File: config.mk
export PLATFORM = sky130hd
export DESIGN_NAME = font_rom_arbiter_flat
export DESIGN_NICKNAME = d
export VERILOG_FILES = /design/src/rtl/font_rom_arbiter_if.sv /design/src/rtl/font_rom_arbiter.sv /design/src/flat_wrapper.sv
export SDC_FILE = /design/constraint.sdc
export NUM_CORES = 1
export LEC_CHECK = 0
export ABC_CLOCK_PERIOD_IN_PS = 1620
export CORE_MARGIN = 8
export CORE_UTILIZATION = 43
export DETAILED_ROUTE_END_ITERATION = 8
export PLACE_DENSITY = 0.8
export REMOVE_ABC_BUFFERS = 1
export SYNTH_ARGS = -nofsm -noshare
export SYNTH_HDL_FRONTEND = slang
export SYNTH_SLANG_ARGS = --single-unit
File: constraint.sdc
create_clock -name clk -period 1.62 [get_ports clk]
set_input_delay 0.243 -clock clk [delete_from_list [all_inputs] [get_ports clk]]
set_output_delay 0.243 -clock clk [all_outputs]
set_load 0.01 [all_outputs]
File: src/rtl/font_rom_arbiter_if.sv
// -----------------------------------------------------------------------------
// font_rom_arbiter_if
//   Request/response bundle between the two glyph-row requesters and the font
//   ROM arbiter. Each requester presents {digit,row} with a valid (reqN) and is
//   answered with a combinational ready (ackN). Later it receives a one-cycle
//   rvalidN pulse with the glyph row on rdataN.
//
//   Parameters
//     DATA_W   glyph row width, matches the font ROM word
//
//   Modports
//     master   requester side: drives req/digit/row, receives ack/rvalid/rdata
//     slave    arbiter side:   receives req/digit/row, drives ack/rvalid/rdata
// -----------------------------------------------------------------------------
interface font_rom_arbiter_if #(
    parameter int DATA_W = 24
);
    logic              req0;
    logic [3:0]        digit0;
    logic [4:0]        row0;
    logic              ack0;
    logic              rvalid0;
    logic [DATA_W-1:0] rdata0;

    logic              req1;
    logic [3:0]        digit1;
    logic [4:0]        row1;
    logic              ack1;
    logic              rvalid1;
    logic [DATA_W-1:0] rdata1;

    modport master (
        output req0, digit0, row0, req1, digit1, row1,
        input  ack0, rvalid0, rdata0, ack1, rvalid1, rdata1
    );

    modport slave (
        input  req0, digit0, row0, req1, digit1, row1,
        output ack0, rvalid0, rdata0, ack1, rvalid1, rdata1
    );
endinterface

File: src/rtl/font_rom_arbiter.sv
// -----------------------------------------------------------------------------
// font_rom_arbiter
//   Shares one 512 x DATA_W digit-glyph font ROM between two pixel requesters.
//   One request is granted per cycle and its address {digit,row} is issued to
//   the ROM. The ROM registers that address, so data comes back one cycle
//   later. The row is returned to the originator 2 edges after the transfer
//   edge as a one-cycle rvalid pulse. Digits above MAX_DIGIT are accepted but
//   never reach the ROM; they return an all-zero row.
//
//   Ports
//     clk       system clock
//     reset     synchronous, active-high reset
//     bus       font_rom_arbiter_if.slave: req/digit/row/ack/rvalid/rdata x2
//     rom_addr  registered address to font_rom
//     rom_data  read data from font_rom
//
//   Configuration
//     FONT_ARB_PRIORITY_EN  when defined, req0 always wins contention (req1 may
//                           starve); otherwise contention is resolved
//                           round-robin.
// -----------------------------------------------------------------------------
module font_rom_arbiter #(
    parameter int DATA_W    = 24,
    parameter int MAX_DIGIT = 8
) (
    input  logic              clk,
    input  logic              reset,
    font_rom_arbiter_if.slave bus,
    output logic [8:0]        rom_addr,
    input  logic [DATA_W-1:0] rom_data
);

    localparam logic [3:0] MAX_D = 4'(MAX_DIGIT);

    logic       grant0;
    logic       grant1;
    logic       xfer;
    logic       xfer_id;
    logic       xfer_oor;
    logic [8:0] xfer_addr;

    // Response tag pipeline: stage 1 tracks the ROM address cycle and stage 2
    // tracks the ROM data cycle.
    logic s1_v, s1_id, s1_oor;
    logic s2_v, s2_id, s2_oor;

`ifdef FONT_ARB_PRIORITY_EN
    // Fixed priority: req0 always wins.
    always_comb begin
        grant0 = 1'b0;
        grant1 = 1'b0;
        if (!reset) begin
            grant0 = bus.req0;
            grant1 = bus.req1 && !bus.req0;
        end
    end
`else
    // rr_last = 1 means requester 1 won the most recent transfer, so
    // requester 0 is favoured on the next contention.
    logic rr_last;

    always_comb begin
        grant0 = 1'b0;
        grant1 = 1'b0;
        if (!reset) begin
            if (bus.req0 && bus.req1) begin
                grant0 = rr_last;
                grant1 = !rr_last;
            end else begin
                grant0 = bus.req0;
                grant1 = bus.req1;
            end
        end
    end

    always_ff @(posedge clk) begin
        if (reset) begin
            rr_last <= 1'b1;
        end else if (grant0) begin
            rr_last <= 1'b0;
        end else if (grant1) begin
            rr_last <= 1'b1;
        end
    end
`endif

    assign bus.ack0 = grant0;
    assign bus.ack1 = grant1;

    assign xfer    = grant0 || grant1;
    assign xfer_id = grant1;

    always_comb begin
        if (grant1) begin
            xfer_addr = {bus.digit1, bus.row1};
            xfer_oor  = bus.digit1 > MAX_D;
        end else begin
            xfer_addr = {bus.digit0, bus.row0};
            xfer_oor  = bus.digit0 > MAX_D;
        end
    end

    // An out-of-range request leaves rom_addr untouched. The ROM then returns
    // stale data, and that data is replaced by zero on the way out.
    always_ff @(posedge clk) begin
        if (reset) begin
            rom_addr    <= '0;
            s1_v        <= 1'b0;
            s1_id       <= 1'b0;
            s1_oor      <= 1'b0;
            s2_v        <= 1'b0;
            s2_id       <= 1'b0;
            s2_oor      <= 1'b0;
            bus.rvalid0 <= 1'b0;
            bus.rvalid1 <= 1'b0;
            bus.rdata0  <= '0;
            bus.rdata1  <= '0;
        end else begin
            if (xfer && !xfer_oor) begin
                rom_addr <= xfer_addr;
            end
            s1_v        <= xfer;
            s1_id       <= xfer_id;
            s1_oor      <= xfer_oor;
            s2_v        <= s1_v;
            s2_id       <= s1_id;
            s2_oor      <= s1_oor;
            bus.rvalid0 <= s2_v && !s2_id;
            bus.rvalid1 <= s2_v && s2_id;
            if (s2_v && !s2_id) begin
                bus.rdata0 <= s2_oor ? '0 : rom_data;
            end
            if (s2_v && s2_id) begin
                bus.rdata1 <= s2_oor ? '0 : rom_data;
            end
        end
    end

endmodule

File: src/flat_wrapper.sv
// flat-port wrapper written by rule: the top's interface ports become plain ports
module font_rom_arbiter_flat 
#(
    parameter int DATA_W    = 24,
    parameter int MAX_DIGIT = 8
)
  (clk, reset, rom_addr, rom_data, bus_req0, bus_digit0, bus_row0, bus_req1, bus_digit1, bus_row1, bus_ack0, bus_rvalid0, bus_rdata0, bus_ack1, bus_rvalid1, bus_rdata1);
  font_rom_arbiter_if #(.DATA_W(DATA_W)) bus_i ();
  input  logic clk;
  input  logic reset;
  output logic [8:0] rom_addr;
  input  logic [DATA_W-1:0] rom_data;
  input wire logic [$bits(bus_i.req0)-1:0] bus_req0;
  input wire logic [$bits(bus_i.digit0)-1:0] bus_digit0;
  input wire logic [$bits(bus_i.row0)-1:0] bus_row0;
  input wire logic [$bits(bus_i.req1)-1:0] bus_req1;
  input wire logic [$bits(bus_i.digit1)-1:0] bus_digit1;
  input wire logic [$bits(bus_i.row1)-1:0] bus_row1;
  output wire logic [$bits(bus_i.ack0)-1:0] bus_ack0;
  output wire logic [$bits(bus_i.rvalid0)-1:0] bus_rvalid0;
  output wire logic [$bits(bus_i.rdata0)-1:0] bus_rdata0;
  output wire logic [$bits(bus_i.ack1)-1:0] bus_ack1;
  output wire logic [$bits(bus_i.rvalid1)-1:0] bus_rvalid1;
  output wire logic [$bits(bus_i.rdata1)-1:0] bus_rdata1;
  assign bus_i.req0 = bus_req0;
  assign bus_i.digit0 = bus_digit0;
  assign bus_i.row0 = bus_row0;
  assign bus_i.req1 = bus_req1;
  assign bus_i.digit1 = bus_digit1;
  assign bus_i.row1 = bus_row1;
  assign bus_ack0 = bus_i.ack0;
  assign bus_rvalid0 = bus_i.rvalid0;
  assign bus_rdata0 = bus_i.rdata0;
  assign bus_ack1 = bus_i.ack1;
  assign bus_rvalid1 = bus_i.rvalid1;
  assign bus_rdata1 = bus_i.rdata1;
  font_rom_arbiter #(.DATA_W(DATA_W), .MAX_DIGIT(MAX_DIGIT)) u_core (.clk(clk), .reset(reset), .bus(bus_i), .rom_addr(rom_addr), .rom_data(rom_data));
endmodule
Word level (Yosys, flattened, before mapping)
Cells that the tools add are included.
Storage, ports and cells
  flip-flop bits (word level): 66
  bits of input ports: 46
  output and inout port bits: 61
  word-level logic and storage cells: 32
Operators by class
  magnitude comparators: 2
  muxes and demuxes: 9
  reductions and logical operators: 9
Operator list (count)
  $mux 24: 1
  $mux 9: 1
  $gt 4x4->1 const B: 2
  $mux 1: 7
  $logic_and 1x1->1: 4
  $logic_not 1->1: 3
  $reduce_bool 2->1: 1
  $logic_or 1x1->1: 1

Depth between registers and ports, before layout
  word-level depth: 6
  depth in mapped cells: 5
  depth with buffers taken out: 4

Least setup slack after synthesis
No wires, ideal clock.
  kind: flip-flop to flip-flop
  start point: register u_core.rr_last
  end point: register u_core.rom_addr[0]
  library setup time: 0.121 ns
  arrival time: 1.421 ns
  data required time: 1.499 ns
  path slack: 0.078 ns
  stages on the path, launching flop included: 6
  path buffers: 1
  period minus slack after synthesis: 1.542 ns
  cells stage by stage: dfxtp_1 a21bo_2 nor2_1 a22o_1 buf_6 mux2_4
On the way
  longest elaborated chain between the ends: 6
  elaborated cells on any way between the ends: 10
  classes of those cells: mux: 6; reduce/logical: 4
Ends and longest elaborated chain
  start: declaration: line font_rom_arbiter.sv:60  | logic rr_last;
  start signal: assignment: line font_rom_arbiter.sv:78  | rr_last <= 1'b1;
  start signal: assignment: line font_rom_arbiter.sv:80  | rr_last <= 1'b0;
  start signal: assignment: line font_rom_arbiter.sv:82  | rr_last <= 1'b1;
  $logic_not 1->1 (*): line font_rom_arbiter.sv:68  | grant1 = !rr_last;
  $mux 1 (*): line font_rom_arbiter.sv:66  | if (bus.req0 && bus.req1) begin
  $mux 1 (*): line font_rom_arbiter.sv:65  | if (!reset) begin
  net bus_ack1: line flat_wrapper.sv:22  | output wire logic [$bits(bus_i.ack1)-1:0] bus_ack1;
  $mux 1: line font_rom_arbiter.sv:94  | if (grant1) begin
  $logic_not 1->1: line font_rom_arbiter.sv:119  | if (xfer && !xfer_oor) begin
  $logic_and 1x1->1: line font_rom_arbiter.sv:119
  end signal: assignment: line font_rom_arbiter.sv:120  | rom_addr <= xfer_addr;
  end: declaration: line font_rom_arbiter.sv:29  | output logic [8:0] rom_addr,
Mark *: on every way through the listed nets, which the timed path passes. The rest lies on a longest branch.
A chain may end at the register's enable or synchronous reset.

Worst setup path in the final report
  start point: register u_core.rr_last
  end point: output port bus_ack0
On the way
  longest elaborated chain between the ends: 2
Ends and longest elaborated chain
  $mux 1: line font_rom_arbiter.sv:66
  $mux 1: line font_rom_arbiter.sv:65
  end: declaration: line flat_wrapper.sv:19  | output wire logic [$bits(bus_i.ack0)-1:0] bus_ack0;
Every way passes these cells.

==> results.md <==
### Outcome
* finished, final reports clean — status

### Clocking
* 3 — H-tree depth reported by CTS
* 0 — number of buffers added for setup after CTS
* 2 — maximum buffer depth of the clock tree
* 9 — cts bufs inserted
* sky130_fd_sc_hd__clkbuf_8 — buffer type at the clock tree root
* 0.06 ns — clock slew at reported path FFs
* 66 — clock sink total
* yes — CTS tree
* 0 — number of hold-repair buffers added at the cts stage
* 0.34 ns — source-to-sink clock delay at the later pin of the worst-skew pair
* 8 — number of resized instances in the post-cts repair step

### STA
* 0.2373 ns — worst slack on hold paths
* 0.9817 ns — Worst Max-Slew Pin Slew
* 0 — # setup viols final
* 0.009664 ns — worst clock skew
* 0 — max-slew violation total from the final report
* 0 ns — final setup TNS
* 1.541 ns — post-layout min period
* no — unrepaired setup endpoints after global routing
* 648.8 MHz — fmax
* 0 — final hold viol count
* 0.3446 — max-slew headroom at the worst pin
* 0.9514 — final clock period utilization by the worst path

### Setup path
* sky130_fd_sc_hd__dfxtp_1 — Slowest-stage cell, CP
* 5 — depth of the most critical reg-to-reg path
* 1.38 ns — data required time at the worst endpoint
* reg2out — Crit Path Category
* 4 — largest driver fanout on the critical path
* 3 — depth of the critical timing path with buffers and inverters included
* a21boi_4, nor3_2, clkdlybuf4s15_2 — crit-path cells
* output port — type of destination of the critical path
* 0.15 ns — worst setup slack for register-to-register paths
* flip-flops — Worst path top cell family by delay
* 0.42 ns — max incr delay on CP
* 1 — CP Buf/Inv Count
* register — Worst setup SP type
* u_core.rr_last — reg-to-reg startpoint
* u_core.rom_addr[2] — reg-to-reg endpoint
* 1.30 ns — Worst EP arrival

### Finish
* sky130_fd_sc_hd__nand2_1 — most common cell after layout, fill and taps aside
* 52.51% — synthesis-to-layout area growth
* 511 — non-filler instance count after layout
* 116 x sky130_fd_sc_hd__nand2_1, 101 x sky130_fd_sc_hd__clkdlybuf4s50_1, 66 x sky130_fd_sc_hd__dfxtp_1 — most frequent cells in the layout
* 0.6821 — end-of-flow core utilization
* 0 — count of antenna diodes in the layout
* 0.1170 — fraction of layout cells with a size suffix above 1
* 477 — final net count

### Power and ir drop
* 0.0008485 W — switching power of the nets
* 1.525 nW — leakage power of the design
* 0.0005926 V — Max VDD drop
* 0.134 — power share of the combinational group
* 0.002870 W — internal cell power
* 0.2282 — Sw Ratio
* 915.3 nW/um^2 — power density normalized to cell area
* 0.462 — portion of total power attributed to sequential cells
* 0.404 — share of power burned in the clock network

### Synth
* 326 — cell count after synthesis
* 0.4960 — Synth top area share
* 2664 um^2 — mapped cell area
* 8.171 um^2 — Mapped Avg Cell Area
* 0.4960 — post-synthesis sequential area ratio
* sky130_fd_sc_hd__dfxtp_1 50%, sky130_fd_sc_hd__nand2_1 16%, sky130_fd_sc_hd__a21oi_1 11% — cell types occupying the most area after synthesis
* 21 — Netlist cell types
* sky130_fd_sc_hd__dfxtp_1 — post-synth top area cell
* 0 — synth warn
* 66 — flip-flop and latch count after synthesis

### Route
* 2,532 — Vias
* 4 — number of detailed-route iterations in the first pass
* 7730 um — post-detailed-routing wire length
* 15.13 um — WL per Instance
* 0 — number of nets with antenna violations after routing
* 98 — drt first-iter violations
* 4.955 — number of vias per cell
* 0 — drc violations

### Floorplanning
* 8969 um^2 — Total Die Area
* 0.4473 — effective utilization at floorplan
* 94.71 um — overall die width
* 5956 um^2 — core area
* 107 — top-level port count
* 94.71 um — height of the chip
* 28 — Site Rows

### Global route
* 47 — maximum number of pins on one net before global-route repair
* 2,615 — via count of the first global-routing pass
* 0 — initial antenna violation count
* 0 — total global routing overflow
* 12,080 um — global-route wire length before repair
* 0.1720 — gr usage total

### Placed design
* 106 — Port-buffer cells
* 0.7606 — Final GP Congestion
* 495 — placed cell count
* 5556 um — HPWL after detailed placement

### Hold path
* bus_req1 — HP Start
* 3 — hold-critical path depth
* in2reg — min-delay worst type
* u_core.rr_last — endpoint of the worst hold-timing path

### Flow run
* 0 — max_cap viols

-- layout make-up --
type	instances	area, um^2
Fill cell	498	1893
Sequential cell	66	1321
Multi-Input combinational cell	237	1236
Timing Repair Buffer	117	1192
Clock buffer	11	141.4
Tap cell	75	93.84
Clock inverter	5	77.57
-- synthesized netlist by cell type --
master	instances
sky130_fd_sc_hd__a21bo_2	1
sky130_fd_sc_hd__a21boi_4	1
sky130_fd_sc_hd__a21oi_1	57
sky130_fd_sc_hd__a22o_1	1
sky130_fd_sc_hd__and2_1	1
sky130_fd_sc_hd__and2b_1	2
sky130_fd_sc_hd__and2b_2	7
sky130_fd_sc_hd__buf_1	3
sky130_fd_sc_hd__buf_6	2
sky130_fd_sc_hd__clkbuf_1	17
sky130_fd_sc_hd__clkbuf_8	1
sky130_fd_sc_hd__dfxtp_1	66
sky130_fd_sc_hd__mux2_2	1
sky130_fd_sc_hd__mux2_4	9
sky130_fd_sc_hd__nand2_1	116
sky130_fd_sc_hd__nand2b_1	2
sky130_fd_sc_hd__nor2_1	7
sky130_fd_sc_hd__nor2b_1	28
sky130_fd_sc_hd__nor3_2	1
sky130_fd_sc_hd__o21ai_0	1
sky130_fd_sc_hd__o31ai_1	2
-- worst max path at each step --
stage              startpoint            endpoint  slack (ns)
2_1_floorplan  u_core.rr_last  u_core.rom_addr[0]       -0.16
3_3_place_gp         bus_req0            bus_ack1       -0.34
3_5_place_dp         bus_req0            bus_ack1       -0.36
4_1_cts              bus_req1            bus_ack1       0.003
5_1_grt        u_core.rr_last            bus_ack0        0.03
6_report       u_core.rr_last            bus_ack0        0.08
-- registers in the layout (all words and copies together) (netlist names) --
signal and count:
u_core.bus.rvalid1 1, u_core.bus.rdata1 24, u_core.rr_last 1, u_core.s1_v 1, u_core.bus.rdata0 24, u_core.s1_oor 1
u_core.s2_v 1, u_core.s2_id 1, u_core.rom_addr 9, u_core.s1_id 1, u_core.s2_oor 1, u_core.bus.rvalid0 1
-- power groups by stage --
stage	Clock (W)	Sequential, W	Combinational, W
6_report	0.00150	0.00172	0.000500
5_1_grt	0.00162	0.00172	0.000539
4_1_cts	0.00153	0.00172	0.000503
3_5_place_dp	0	0.00175	0.000501
3_3_place_gp	0	0.00175	0.000489
2_1_floorplan	0	0.00177	0.000174
-- worst register-to-register path, stage by stage (launching register included) --
cell,delay [ns]
sky130_fd_sc_hd__dfxtp_1,0.42
sky130_fd_sc_hd__a21boi_4,0.08
sky130_fd_sc_hd__nor3_2,0.21
sky130_fd_sc_hd__a22o_1,0.21
sky130_fd_sc_hd__buf_12,0.15
sky130_fd_sc_hd__mux2_4,0.30
-- layer usage --
layer / global-route usage / vias up / wire length [um]
met5: 0 / - / 0
met4: 0.07672 / 0 / 80
met3: 0.07937 / 7 / 854
met2: 0.2868 / 109 / 3556
met1: 0.1828 / 1158 / 3238
li1: - / 1258 / -
-- metrics by stage --
stage / setup slack (ns) / cell area [um^2] / power [W]
global placement: -0.3405 / 3837 / 0.002240
global route: 0.02544 / 4063 / 0.003877
CTS: 0.003432 / 4060 / 0.003749
detailed placement: -0.3619 / 3837 / 0.002253
floorplan: -0.1632 / 2552 / 0.001939
finish: 0.07878 / 4063 / 0.003718
-- cells by family (layout without fill, tap and decap cells) --
| family | Yosys count | count (layout) | share of synthesized area |
|---|---|---|---|
| AO/OA/AOI/OAI | 63 | 63 | 0.1287 |
| buffers and inverters | 23 | 133 | 0.04180 |
| flip-flops | 66 | 66 | 0.4960 |
| multiplexers | 10 | 10 | 0.05496 |
| AND/OR/NAND/NOR | 164 | 164 | 0.2785 |
No activity file was read; power rests on OpenSTA's default activity.
